[config.mk]
export PLATFORM = sky130hd
export DESIGN_NAME = floor_rom_arbiter
export DESIGN_NICKNAME = d
export VERILOG_FILES = /design/src/rtl/floor_pkg.sv /design/src/rtl/floor_rom_arbiter.sv
export SDC_FILE = /design/constraint.sdc
export NUM_CORES = 1
export LEC_CHECK = 0
export ABC_CLOCK_PERIOD_IN_PS = 2480
export CORE_MARGIN = 10
export CORE_UTILIZATION = 25
export CTS_BUF_LIST = sky130_fd_sc_hd__clkbuf_8
export DETAILED_ROUTE_END_ITERATION = 7
export SYNTH_ARGS = -nofsm -noshare
export SYNTH_HDL_FRONTEND = slang
export SYNTH_SLANG_ARGS = --single-unit
[constraint.sdc]
create_clock -name clk -period 2.48 [get_ports clk]
set_clock_uncertainty 0.1 [all_clocks]
set_input_delay 0.496 -clock clk [delete_from_list [all_inputs] [get_ports clk]]
set_output_delay 0.496 -clock clk [all_outputs]
set_load 0.01 [all_outputs]
[src/rtl/floor_pkg.sv]
// Shared constants and the read-tag record for the floor tile ROM arbiter.
package floor_pkg;

    localparam int PORT_VIDEO       = 0;
    localparam int PORT_LOGIC       = 1;
    localparam int FLOOR_RD_LATENCY = 2;
    localparam int FLOOR_TILE_W     = 20;
    localparam int FLOOR_TILE_H     = 20;

    typedef struct packed {
        logic valid;
        logic port;
        logic oob;
    } floor_tag_t;

endpackage

[src/rtl/floor_rom_arbiter.sv]
// Two-port priority arbiter in front of a synchronous floor tile ROM, with
// starvation protection for the logic port and a fixed 2-clock read return.
module floor_rom_arbiter
    import floor_pkg::*;
#(
    parameter int DATA_WIDTH   = 12,
    parameter int ADDR_WIDTH   = 20,
    parameter int ROM_SIZE     = 400,
    parameter int STARVE_LIMIT = 8
) (
    input  logic                  clk,
    input  logic                  reset_n,
    input  logic                  p0_req,
    input  logic [ADDR_WIDTH-1:0] p0_addr,
    output logic                  p0_gnt,
    output logic                  p0_valid,
    output logic [DATA_WIDTH-1:0] p0_data,
    input  logic                  p1_req,
    input  logic [ADDR_WIDTH-1:0] p1_addr,
    output logic                  p1_gnt,
    output logic                  p1_valid,
    output logic [DATA_WIDTH-1:0] p1_data,
    output logic [ADDR_WIDTH-1:0] rom_addr,
    input  logic [DATA_WIDTH-1:0] rom_data,
    output logic                  oob_err
);

    localparam int CNT_W = $clog2(STARVE_LIMIT + 1);

    logic [CNT_W-1:0]      r_starve_cnt;
    logic [CNT_W-1:0]      w_starve_nxt;
    logic [ADDR_WIDTH-1:0] r_rom_addr;
    logic                  r_oob_err;
    floor_tag_t            r_tag [FLOOR_RD_LATENCY];
    floor_tag_t            w_ret_tag;
    logic                  w_force1;
    logic                  w_p0_gnt;
    logic                  w_p1_gnt;
    logic                  w_gnt_any;
    logic [ADDR_WIDTH-1:0] w_addr;
    logic                  w_oob;

    // Grant selection, issued address and starvation counter next value
    always_comb begin
        w_force1  = (r_starve_cnt == CNT_W'(STARVE_LIMIT));
        w_p0_gnt  = 1'b0;
        w_p1_gnt  = 1'b0;
        if (w_force1 && p1_req) begin
            w_p1_gnt = 1'b1;
        end else if (p0_req) begin
            w_p0_gnt = 1'b1;
        end else if (p1_req) begin
            w_p1_gnt = 1'b1;
        end else begin
            w_p1_gnt = 1'b0;
        end
        w_gnt_any = w_p0_gnt | w_p1_gnt;
        w_addr    = w_p1_gnt ? p1_addr : p0_addr;
        w_oob     = w_gnt_any && (w_addr >= ADDR_WIDTH'(ROM_SIZE));
        if (!p1_req || w_p1_gnt) begin
            w_starve_nxt = {CNT_W{1'b0}};
        end else if (!w_force1) begin
            w_starve_nxt = r_starve_cnt + {{(CNT_W-1){1'b0}}, 1'b1};
        end else begin
            w_starve_nxt = r_starve_cnt;
        end
    end

    // Issue register, error pulse, starvation counter and tag pipeline
    always_ff @(posedge clk or negedge reset_n) begin
        if (!reset_n) begin
            r_rom_addr   <= {ADDR_WIDTH{1'b0}};
            r_oob_err    <= 1'b0;
            r_starve_cnt <= {CNT_W{1'b0}};
            for (int i = 0; i < FLOOR_RD_LATENCY; i++) begin
                r_tag[i] <= '0;
            end
        end else begin
            if (w_gnt_any) begin
                // Out-of-range reads are steered to word 0 and their data masked on return
                r_rom_addr <= w_oob ? {ADDR_WIDTH{1'b0}} : w_addr;
            end else begin
                r_rom_addr <= r_rom_addr;
            end
            r_oob_err    <= w_oob;
            r_starve_cnt <= w_starve_nxt;
            r_tag[0]     <= '{valid: w_gnt_any, port: w_p1_gnt, oob: w_oob};
            for (int i = 1; i < FLOOR_RD_LATENCY; i++) begin
                r_tag[i] <= r_tag[i-1];
            end
        end
    end

    assign w_ret_tag = r_tag[FLOOR_RD_LATENCY-1];

    assign p0_gnt   = w_p0_gnt;
    assign p1_gnt   = w_p1_gnt;
    assign rom_addr = r_rom_addr;
    assign oob_err  = r_oob_err;
    assign p0_valid = w_ret_tag.valid && (w_ret_tag.port == 1'(PORT_VIDEO));
    assign p1_valid = w_ret_tag.valid && (w_ret_tag.port == 1'(PORT_LOGIC));
    assign p0_data  = (p0_valid && !w_ret_tag.oob) ? rom_data : {DATA_WIDTH{1'b0}};
    assign p1_data  = (p1_valid && !w_ret_tag.oob) ? rom_data : {DATA_WIDTH{1'b0}};

endmodule
==> impl_metrics.yaml <==
cts:
  clk_path_buf_depth: 2
  cts.sinks: 30
  cts-root-buf: "clkbuf_8"
  insertion_delay_ns: 0.28
  htree_levels: 2
  clk_pin_slew_worst_paths_ns: 0.06
  hold_buffers: 0
  cts_buffers: 5
  tritoncts: "yes"
  postCtsSetupBuffers: 0
routing:
  ant_nets: 0
  drc: 0
  dr.pass1.iters: 4
  routed_via_density: 4.40
  vias: 1394
  wl_per_cell_um: 15.2
  drt_iter0_markers: 31
  drt-total-wl_um: 4800
place:
  dp_cells: 309
  gp_congestion: 0.748
  portBuffers: 104
  dp.final_hpwl_um: 4010
  pre_cts_ws_ns: -0.00498
yosys:
  yosys.cell_types.count: 28
  ys_seq_area_share_pct: 52.9
  synth_nets: 190
  synth_area_per_cell_sq_um: 10.7
  synth_area_sq_um: 1420
  ys_warn_count: 0
  netlist_instances: 132
  synth-seq-cells: 30
cells_and_area:
  layout_common_cells: "clkdlybuf4s50_1, and2_1, dfrtp_1"
  multi_input_area_sq_um: 633
  area_delta_synth_final_pct: 88.4
  utilization_pct: 48.5
  fillers: 522
  final_common_cell: "clkdlybuf4s50_1"
  instances_no_fill: 317
  seq_area_sq_um: 751
  drive_above_1_share_pct: 9.80
  fin_nets: 302
  antennaDiodeCount: 0
worst_setup_path:
  worstPathArrival_ns: 1.82
  r2r_start: "r_starve_cnt[0]$_DFFE_PN0P_"
  reg2reg_slack_ns: 0.53
  end_kind: "primary output"
  worstPathRequired_ns: 1.88
  endpoint: "p0_gnt"
  crit_path_max_fanout: 3
  ff2ff_path_depth: 7
  start_kind: "primary input"
  startpoint: "p1_req"
  rr_endpoint: "r_tag[3]$_DFF_PN0_"
  path_class: "in -> out"
floorplanning:
  ios: 105
  die_h_um: 95.3
  start_util_pct: 25.8
  rows: 27
  die_w_um: 95.3
  core_area_sq_um: 5510
  die_area_sq_um: 9090
power:
  p_per_area_nw_per_um2: 407
  irDropWorstVdd_mv: 0.156
  power.share.sequential_pct: 46.0
  clock_power_share_pct: 36.4
  p_int_w: 0.000838
  p_sw_share_pct: 23.0
  p_leak_nw: 1.12
  power_switching_w: 0.000250
  pwr-share-comb_pct: 17.6
worst_hold_path:
  hp-start: "r_tag[5]$_DFF_PN0_"
  min_path_type: "reg -> reg"
grt:
  grt_pass1_wl_um: 7280
  antenna_found_initial: 0
  overflow: 0
  grtUsageTotal_pct: 10.1
  grt_max_degree: 31
  grt_pass1_vias: 1480
sta:
  finalSetupTns_ns: 0
  whs_ns: 0.247
  max_freq_mhz: 415
  hold_viol: 0
  worst_pin_slew_ns: 0.377
  fin_crit_sh_pct: 97.3
  period_needed_ns: 2.41
  drv_slew: 0
  slew_headroom_pct: 74.9
  rsz0062_at_grt: "no"
  fin_ws_ns: 0.0682
  setup_viol: 0
outcome:
  status: "complete, no violations"
run:
  drv_cap: 0
synthesized netlist by cell type:
cell type | instances | area share, %
nand4b_1 | 1 | 0.62
o21ai_0 | 4 | 1.4
buf_4 | 1 | 0.53
and3_1 | 1 | 0.44
xnor2_1 | 1 | 0.62
nor3_1 | 2 | 0.71
o311ai_1 | 2 | 1.2
a22oi_1 | 4 | 2.1
and2_1 | 37 | 16
clkbuf_1 | 5 | 1.3
nor2b_1 | 1 | 0.44
xor2_1 | 1 | 0.62
nor2_1 | 3 | 0.79
nor3b_1 | 1 | 0.53
and3b_1 | 1 | 0.62
nand3_1 | 1 | 0.35
nand4_1 | 2 | 0.88
o31ai_2 | 5 | 4.4
and2_2 | 1 | 0.53
nor4_1 | 4 | 1.8
mux2i_1 | 5 | 3.5
dfrtp_1 | 30 | 53
ha_1 | 2 | 1.8
nor2_2 | 1 | 0.44
inv_1 | 4 | 1.1
nand2_1 | 10 | 2.6
mux2_4 | 1 | 1.1
o21ai_1 | 1 | 0.35
worst min-delay path by stage:
stage	cells after the start	slack (ns)	endpoint
finish	0	0.25	r_tag[2]$_DFF_PN0_
global route	0	0.26	r_tag[1]$_DFF_PN0_
CTS	0	0.25	r_tag[2]$_DFF_PN0_
detailed placement	0	0.24	r_tag[2]$_DFF_PN0_
global placement	0	0.23	r_tag[2]$_DFF_PN0_
floorplan	0	0.10	r_starve_cnt[0]$_DFFE_PN0P_
power groups by stage:
stage               sequential (W)  clock, W  combinational (W)
finish                    0.000500  0.000396           0.000192
global route              0.000501  0.000432           0.000208
floorplan                 0.000509         0          0.0000473
detailed placement        0.000509         0           0.000195
global placement          0.000509         0           0.000194
CTS                       0.000500  0.000409           0.000195
routing by layer:
| metal | routed length, um | GRT usage, % |
|---|---|---|
| met3 | 852 | 5.34 |
| met1 | 2000 | 12.6 |
| met5 | 0 | 0 |
| met2 | 1900 | 14.9 |
| met4 | 48 | 2.99 |
critical path, cell delays in order:
cell and delay, ns:
clkdlybuf4s50_1 0.51, nand4b_1 0.14, and2_1 0.19, clkdlybuf4s50_1 0.49
sequential cells by signal, indices dropped and copies added, names as in the netlist:
signal / count
rom_addr: 20
r_starve_cnt: 4
r_tag: 6
metrics by stage:
stage / total power (W) / cell area (sq um)
final: 0.00109 / 2670
after detailed placement: 0.000704 / 2580
after global routing: 0.00114 / 2670
after global placement: 0.000702 / 2580
after CTS: 0.00110 / 2670
after floorplan: 0.000556 / 1420
what timing repair did:
action | 4_1_cts | 5_1_grt
gates resized for setup | 1 | 2
cloned | 0 | 0
setup endpoints to repair | 1 | 2
cell families after synthesis:
kind of cell    after synthesis  synth area share [%]
xor+xnor                      2                  1.23
compound gates               16                  9.52
mux                           6                  4.59
fa+ha+maj                     2                  1.76
flops                        30                  52.9
simple gates                 66                  27.1
buf+inv                      10                  2.91
layout make-up:
type | count | share of cell area [%]
Tap cell | 72 | 3.37
Timing Repair Buffer | 111 | 40.9
Clock inverter | 2 | 0.328
Multi-Input combinational cell | 92 | 23.7
Sequential cell | 30 | 28.1
Clock buffer | 6 | 3.09
Inverter | 4 | 0.562
Note: power is estimated with default switching activity, not from simulation.
==> RTL edit 1, RTL diff (config.mk and constraints unchanged) <==
`STARVE_LIMIT`: 8 -> 4.
--- a/src/rtl/floor_rom_arbiter.sv
+++ b/src/rtl/floor_rom_arbiter.sv
@@ -8,3 +8,3 @@
     parameter int ROM_SIZE     = 400,
-    parameter int STARVE_LIMIT = 8
+    parameter int STARVE_LIMIT = 4
 ) (
Formal check against the unedited RTL: not equivalent (a bounded check fails within 10 cycles, from zero or initial values and one cycle with reset_n low).
==> RTL edit 1 against the unedited design <==
  * Sequential power shrank 3%
  * Cell area grew 1.7%
  * Die area grew 2.4%
  * Setup slack gained 0.096 ns
  * Area after synthesis grew 3.1%
  * Clock power shrank 4%
  * Routed wire length grew 1.3%
  * Sequential cell count shrank 1
  * Total power shrank 2.4%
  * Critical path type is now flip-flop to output pin
==> RTL edit 1: results (changes against the unedited design) <==
[routing]
num_vias = 1403  ; +0.65%
drt_iter0_markers = 33  ; +6.5%
totalWireLength_mm = 4.864  ; +1.3%
first_pass_iters = 4  ; unchanged

[place]
place_congestion = 0.7726  ; +3.2%
dp_slack_ns = 0.04100  ; +0.04598 ns
dp_hpwl_mm = 4.057  ; +1.2%
numPortBuffers = 104  ; unchanged

[power]
p_leak_uw = 0.001201  ; +7.1%
peakVddDrop_v = 0.0001987  ; +28%

[critical_path]
path_max_fanout = 12  ; +9
startpoint = r_tag[1]$_DFF_PN0_
critical_path_arrival_ns = 1.72  ; -0.10 ns
r2r-start = r_starve_cnt[0]$_DFFE_PN0P_

[logic_synthesis]
ys_async_sr_fraction_pct = 100.0  ; unchanged
synthFlopType = dfrtp_1
synth_mux_area_share_pct = 6.843  ; +2.3 points
yosys.area_share.adder_pct = 1.711  ; -0.053 points
synthesis.nets = 193  ; +1.6%
synth-seq-area-share_pct = 49.62  ; -3.3 points
synth_cell_types = 26  ; -7.1%
synth_xor_area_share_pct = 0  ; -1.2 points
synth_common_cells = 37 x and2_1, 29 x dfrtp_1, 10 x mux2i_1, 10 x nand2_1, 9 x o31ai_2
yosysWarnings = 0  ; unchanged
synth_top_cells_by_area = dfrtp_1 50%, and2_1 16%, o31ai_2 7.7%
synth-compound-area-share_pct = 12.06  ; +2.5 points

[clocking]
cts-buffers-inserted = 5  ; unchanged
path_clk_slew_ns = 0.07
cts_root_buf = clkbuf_8
htree_levels = 2  ; unchanged
cts_buffer_depth = 2  ; unchanged
clk_latency_ns = 0.28  ; about the same

[sta]
worst_pin_slew_ns = 0.3679  ; -0.009108 ns

[global_route]
antenna_found_initial = 0  ; unchanged
grt_max_degree = 30  ; -3.2%
groute.usage.overall_pct = 10.46  ; +0.32 points
grt_pass1_vias = 1475  ; -0.34%
grt_first_pass_wirelength_mm = 7.521  ; +3.3%

[cells_and_area]
final_nets = 305  ; +0.99%
largest_reg_flops = 20  ; unchanged
drive_gt1_share_pct = 12.90  ; +3.1 points
antenna_cells = 0  ; unchanged

[worst_hold_path]
hold_class = flip-flop to flip-flop
worstHoldStart = r_tag[4]$_DFF_PN0_

[status]
status = completed

[RTL edit 1: cell count changes after synthesis, sizes merged, moves of 2 or more]
cell and delta:
mux2i +5, o21ai -5, a22oi -4, o31ai +4, inv +2, nand3 +2, nand4 -2
[RTL edit 1: cells by family (layout without fill, tap and decap cells)]
group / Yosys count / count (layout)
buffers and inverters: 13 / 126
adders and majority gates: 2 / 2
DFF: 29 / 29
AOI/OAI and AO/OA: 15 / 15
and+or+nand+nor: 66 / 66
muxes: 10 / 10
[RTL edit 1: path summary, 6_finish.rpt]
path | to | slack (ns) | depth (start not counted)
setup / recovery | p0_data[1] | 0.16 | 4
hold / removal | r_tag[1]$_DFF_PN0_ | 0.26 | 0
setup reg to reg | rom_addr[7]$_DFFE_PN0P_ | 0.69 | 7
hold reg to reg | r_tag[1]$_DFF_PN0_ | 0.26 | 0
max in group asynchronous | rom_addr[7]$_DFFE_PN0P_ | 1.51 | 2
min in group asynchronous | rom_addr[16]$_DFFE_PN0P_ | 0.50 | 2
[RTL edit 1: metal layers]
layer,vias to the layer above,global-route usage [%],share of wire [%]
met5,-,0,0
met4,0,3.995,1.4
met3,4,6.939,17
met2,88,15.53,39
met1,628,11.67,42
li1,683,-,-
[RTL edit 1: critical path: stages, from the launching register on]
cell	delay, ns
dfrtp_1	0.41
nor3b_2	0.18
buf_4	0.17
and2_1	0.13
clkdlybuf4s50_1	0.55
[RTL edit 1: per-stage QoR]
step                hold WS [ns]  total power [µW]  area (µm²)  utilization, %  std cells
global route              0.2609              1123        2719           48.48        320
CTS                       0.2607              1083        2708           48.28        320
detailed placement        0.2458             694.9        2621           46.74        312
global placement          0.2317             693.3        2621           46.74        312
floorplan                 0.1004             547.4        1463               -        135
finish                    0.2558              1062        2719           48.48        320
[RTL edit 1: area by class of cell]
cell class              instances  area, µm²
flip-flops and latches         29      725.7
well taps                      72      90.09
multi-input cells              93      688.2
fillers                       541       2889
inverters                       6      22.52
clock inverters                 3      17.52
clock buffers                   5      68.82
repair buffers                112       1106
[RTL edit 1: what timing repair did]
item / 4_1_cts / 5_1_grt
setup buffers: 0 / 0
hold endpoints to repair: 0 / 0
gates resized for setup: 0 / 4
endpoints found under the setup margin: 0 / 21
[RTL edit 1: where the power goes]
| group | switching, µW | internal (µW) | leakage [µW] |
|---|---|---|---|
| sequential | 4.13 | 480 | 0.000387 |
| combinational | 71.9 | 127 | 0.000769 |
| clock | 186 | 193 | 0.0000439 |
==> RTL edit 2, RTL diff (same settings) <==
Made on the original files. Reset style: synchronous (`reset_n`), changed in one clocked block.
--- a/src/rtl/floor_rom_arbiter.sv
+++ b/src/rtl/floor_rom_arbiter.sv
@@ -69,3 +69,3 @@
     // Issue register, error pulse, starvation counter and tag pipeline
-    always_ff @(posedge clk or negedge reset_n) begin
+    always_ff @(posedge clk) begin
         if (!reset_n) begin
Function: differs if reset_n is asserted again (counterexample within 4 cycles, from zero or initial values and one cycle with reset_n low); with reset_n held inactive, the same outputs for 10 cycles.
==> RTL edit 2 against the unedited design <==
  * Setup slack better by 0.11 ns
  * Area after synthesis down 2.0%
  * Register-to-register slack worse by 0.07 ns
  * Critical path type is now flip-flop to output pin
  * Die area down 1.6%
  * Sequential cell count unchanged
  * Sequential share of layout area down 5.5 points
  * Global-route usage down 0.058 points
  * Total power up 6.8%
  * Cell area down 0.37%
  * Utilization up 0.42 points
  * Sequential power down 1%
  * Routed wire length down 5.6%
==> RTL edit 2: results (changes against the unedited design) <==
[place]
dp_hpwl_mm = 3.945  ; -1.6%
dp_cells = 327  ; +5.8%
place_congestion = 0.6992  ; -6.6%
dp_slack_ns = 0.08754  ; +0.09252 ns
postPlaceCellArea_um2 = 2552  ; -0.92%

[sta]
worst_pin_slew_ns = 0.3549  ; -0.02213 ns
finalHoldViolCount = 0  ; unchanged

[logic_synthesis]
synthesis.nets = 208  ; +9.5%
synth-seq-area-share_pct = 43.20  ; -9.7 points
synth_cell_types = 32  ; +14%
ys_async_sr_fraction_pct = 0  ; -100 points
yosysTopAreaCellShare_pct = 43.20  ; -9.7 points
post_synth.cell_area_avg_um2 = 9.267  ; -14%
synth_top_cells_by_area = dfxtp_1 43%, and2_1 18%, mux2i_1 3.6%
synth_common_cells = 39 x and2_1, 30 x dfxtp_1, 7 x inv_1, 7 x nand2_1, 6 x nor2_1
synthFlopType = dfxtp_1

[clocking]
postCtsSetupBuffers = 0  ; unchanged
cts_root_buf = clkbuf_8
ctsResizeCount = 1  ; unchanged
path_clk_slew_ns = 0.06  ; about the same

[cells_and_area]
largest_reg_flops = 20  ; unchanged
final_nets = 320  ; +6.0%
fin_cells = 335  ; +5.7%
drive_gt1_share_pct = 11.03  ; +1.2 points
antenna_cells = 0  ; unchanged

[power]
p_leak_uw = 0.001040  ; -7.2%
peakVddDrop_v = 0.0002473  ; +59%

[critical_path]
path_max_fanout = 12  ; +9
critical_path_arrival_ns = 1.71  ; -0.11 ns
worstRegToRegCells = 8  ; +1
critPathMaxStageDelay_ns = 0.54  ; +0.03 ns

[routing]
totalWireLength_mm = 4.536  ; -5.6%
drt_iter0_markers = 32  ; +3.2%
via_per_inst = 4.242  ; -3.5%

[global_route]
grt_max_degree = 17  ; -45%
grt_pass1_vias = 1509  ; +2.0%
grt_first_pass_wirelength_mm = 7.107  ; -2.4%
groute.usage.overall_pct = 10.08  ; -0.058 points

[status]
status = completed

[worst_hold_path]
hold_class = flip-flop to flip-flop
min_path_cells = 1  ; +1

## RTL edit 2: cell count changes in the layout (fill, tap and decap cells not counted), moves of 3 or more
cell,change
dfxtp_1,+30
dfrtp_1,-30
o31ai_1,+5
a22oi_1,-4
nor2_1,+3
o31ai_2,-5
o22ai_1,+4
a211oi_2,+3
mux2_2,+4
nand2_1,-3
## RTL edit 2: metal layers
| metal | track usage [%] | up-vias | share of wire (%) |
|---|---|---|---|
| met1 | 10.14 | 585 | 42 |
| met5 | 0 | - | 0 |
| met3 | 6.186 | 8 | 16 |
| met2 | 16.08 | 89 | 40 |
| li1 | - | 739 | - |
| met4 | 5.237 | 0 | 2.0 |
## RTL edit 2: worst paths after layout
path,start,endpoint,slack [ns]
worst max-delay path,r_tag[0][5]$_SDFF_PN0_,p0_data[10],0.18
worst min-delay path,r_tag[0][2]$_SDFF_PN0_,r_tag[0][5]$_SDFF_PN0_,0.33
worst max register to register,r_starve_cnt[0]$_SDFFE_PP0P_,rom_addr[4]$_SDFFE_PN0P_,0.46
worst min register to register,r_tag[0][2]$_SDFF_PN0_,r_tag[0][5]$_SDFF_PN0_,0.33
## RTL edit 2: logic make-up (layout without fill, tap and decap cells)
family                   Yosys count  in the layout  share of synthesized area [%]
XOR/XNOR                           1              1                         0.6302
flip-flops                        30             30                          43.20
adder cells (fa/ha/maj)            2              2                          1.800
multiplexers                      10             10                          7.920
AO/OA/AOI/OAI                     23             23                          12.87
buffers and inverters             15            128                          4.411
AND/OR/NAND/NOR                   69             69                          29.16
## RTL edit 2: power by group
part	switching, µW	internal, µW	leakage [µW]
sequential	3.72	490	0.000243
clock	180	295	0.0000579
combinational	64.2	129	0.000739
## RTL edit 2: area by class of cell
| class | instances | area, µm² |
|---|---|---|
| fill | 554 | 2776 |
| timing repair buffer | 112 | 1102 |
| multi-input combinational | 105 | 728.2 |
| sequential | 30 | 600.6 |
| tap | 72 | 90.09 |
| clock buffer | 5 | 68.82 |
| clock inverter | 3 | 40.04 |
| inverter | 8 | 32.53 |
## RTL edit 2: worst max-delay path: cells and delay by family, from the launching register on
kind | cells | cell delay (ns)
buffers and inverters | 2 | 0.73
flip-flops | 1 | 0.35
AND/OR/NAND/NOR | 2 | 0.34
## RTL edit 2: stage by stage
step	total power (µW)	util, %
floorplan	564.5	-
global placement	700.6	46.93
detailed placement	701.2	46.93
CTS	1182	48.91
global route	1220	48.95
finish	1162	48.95
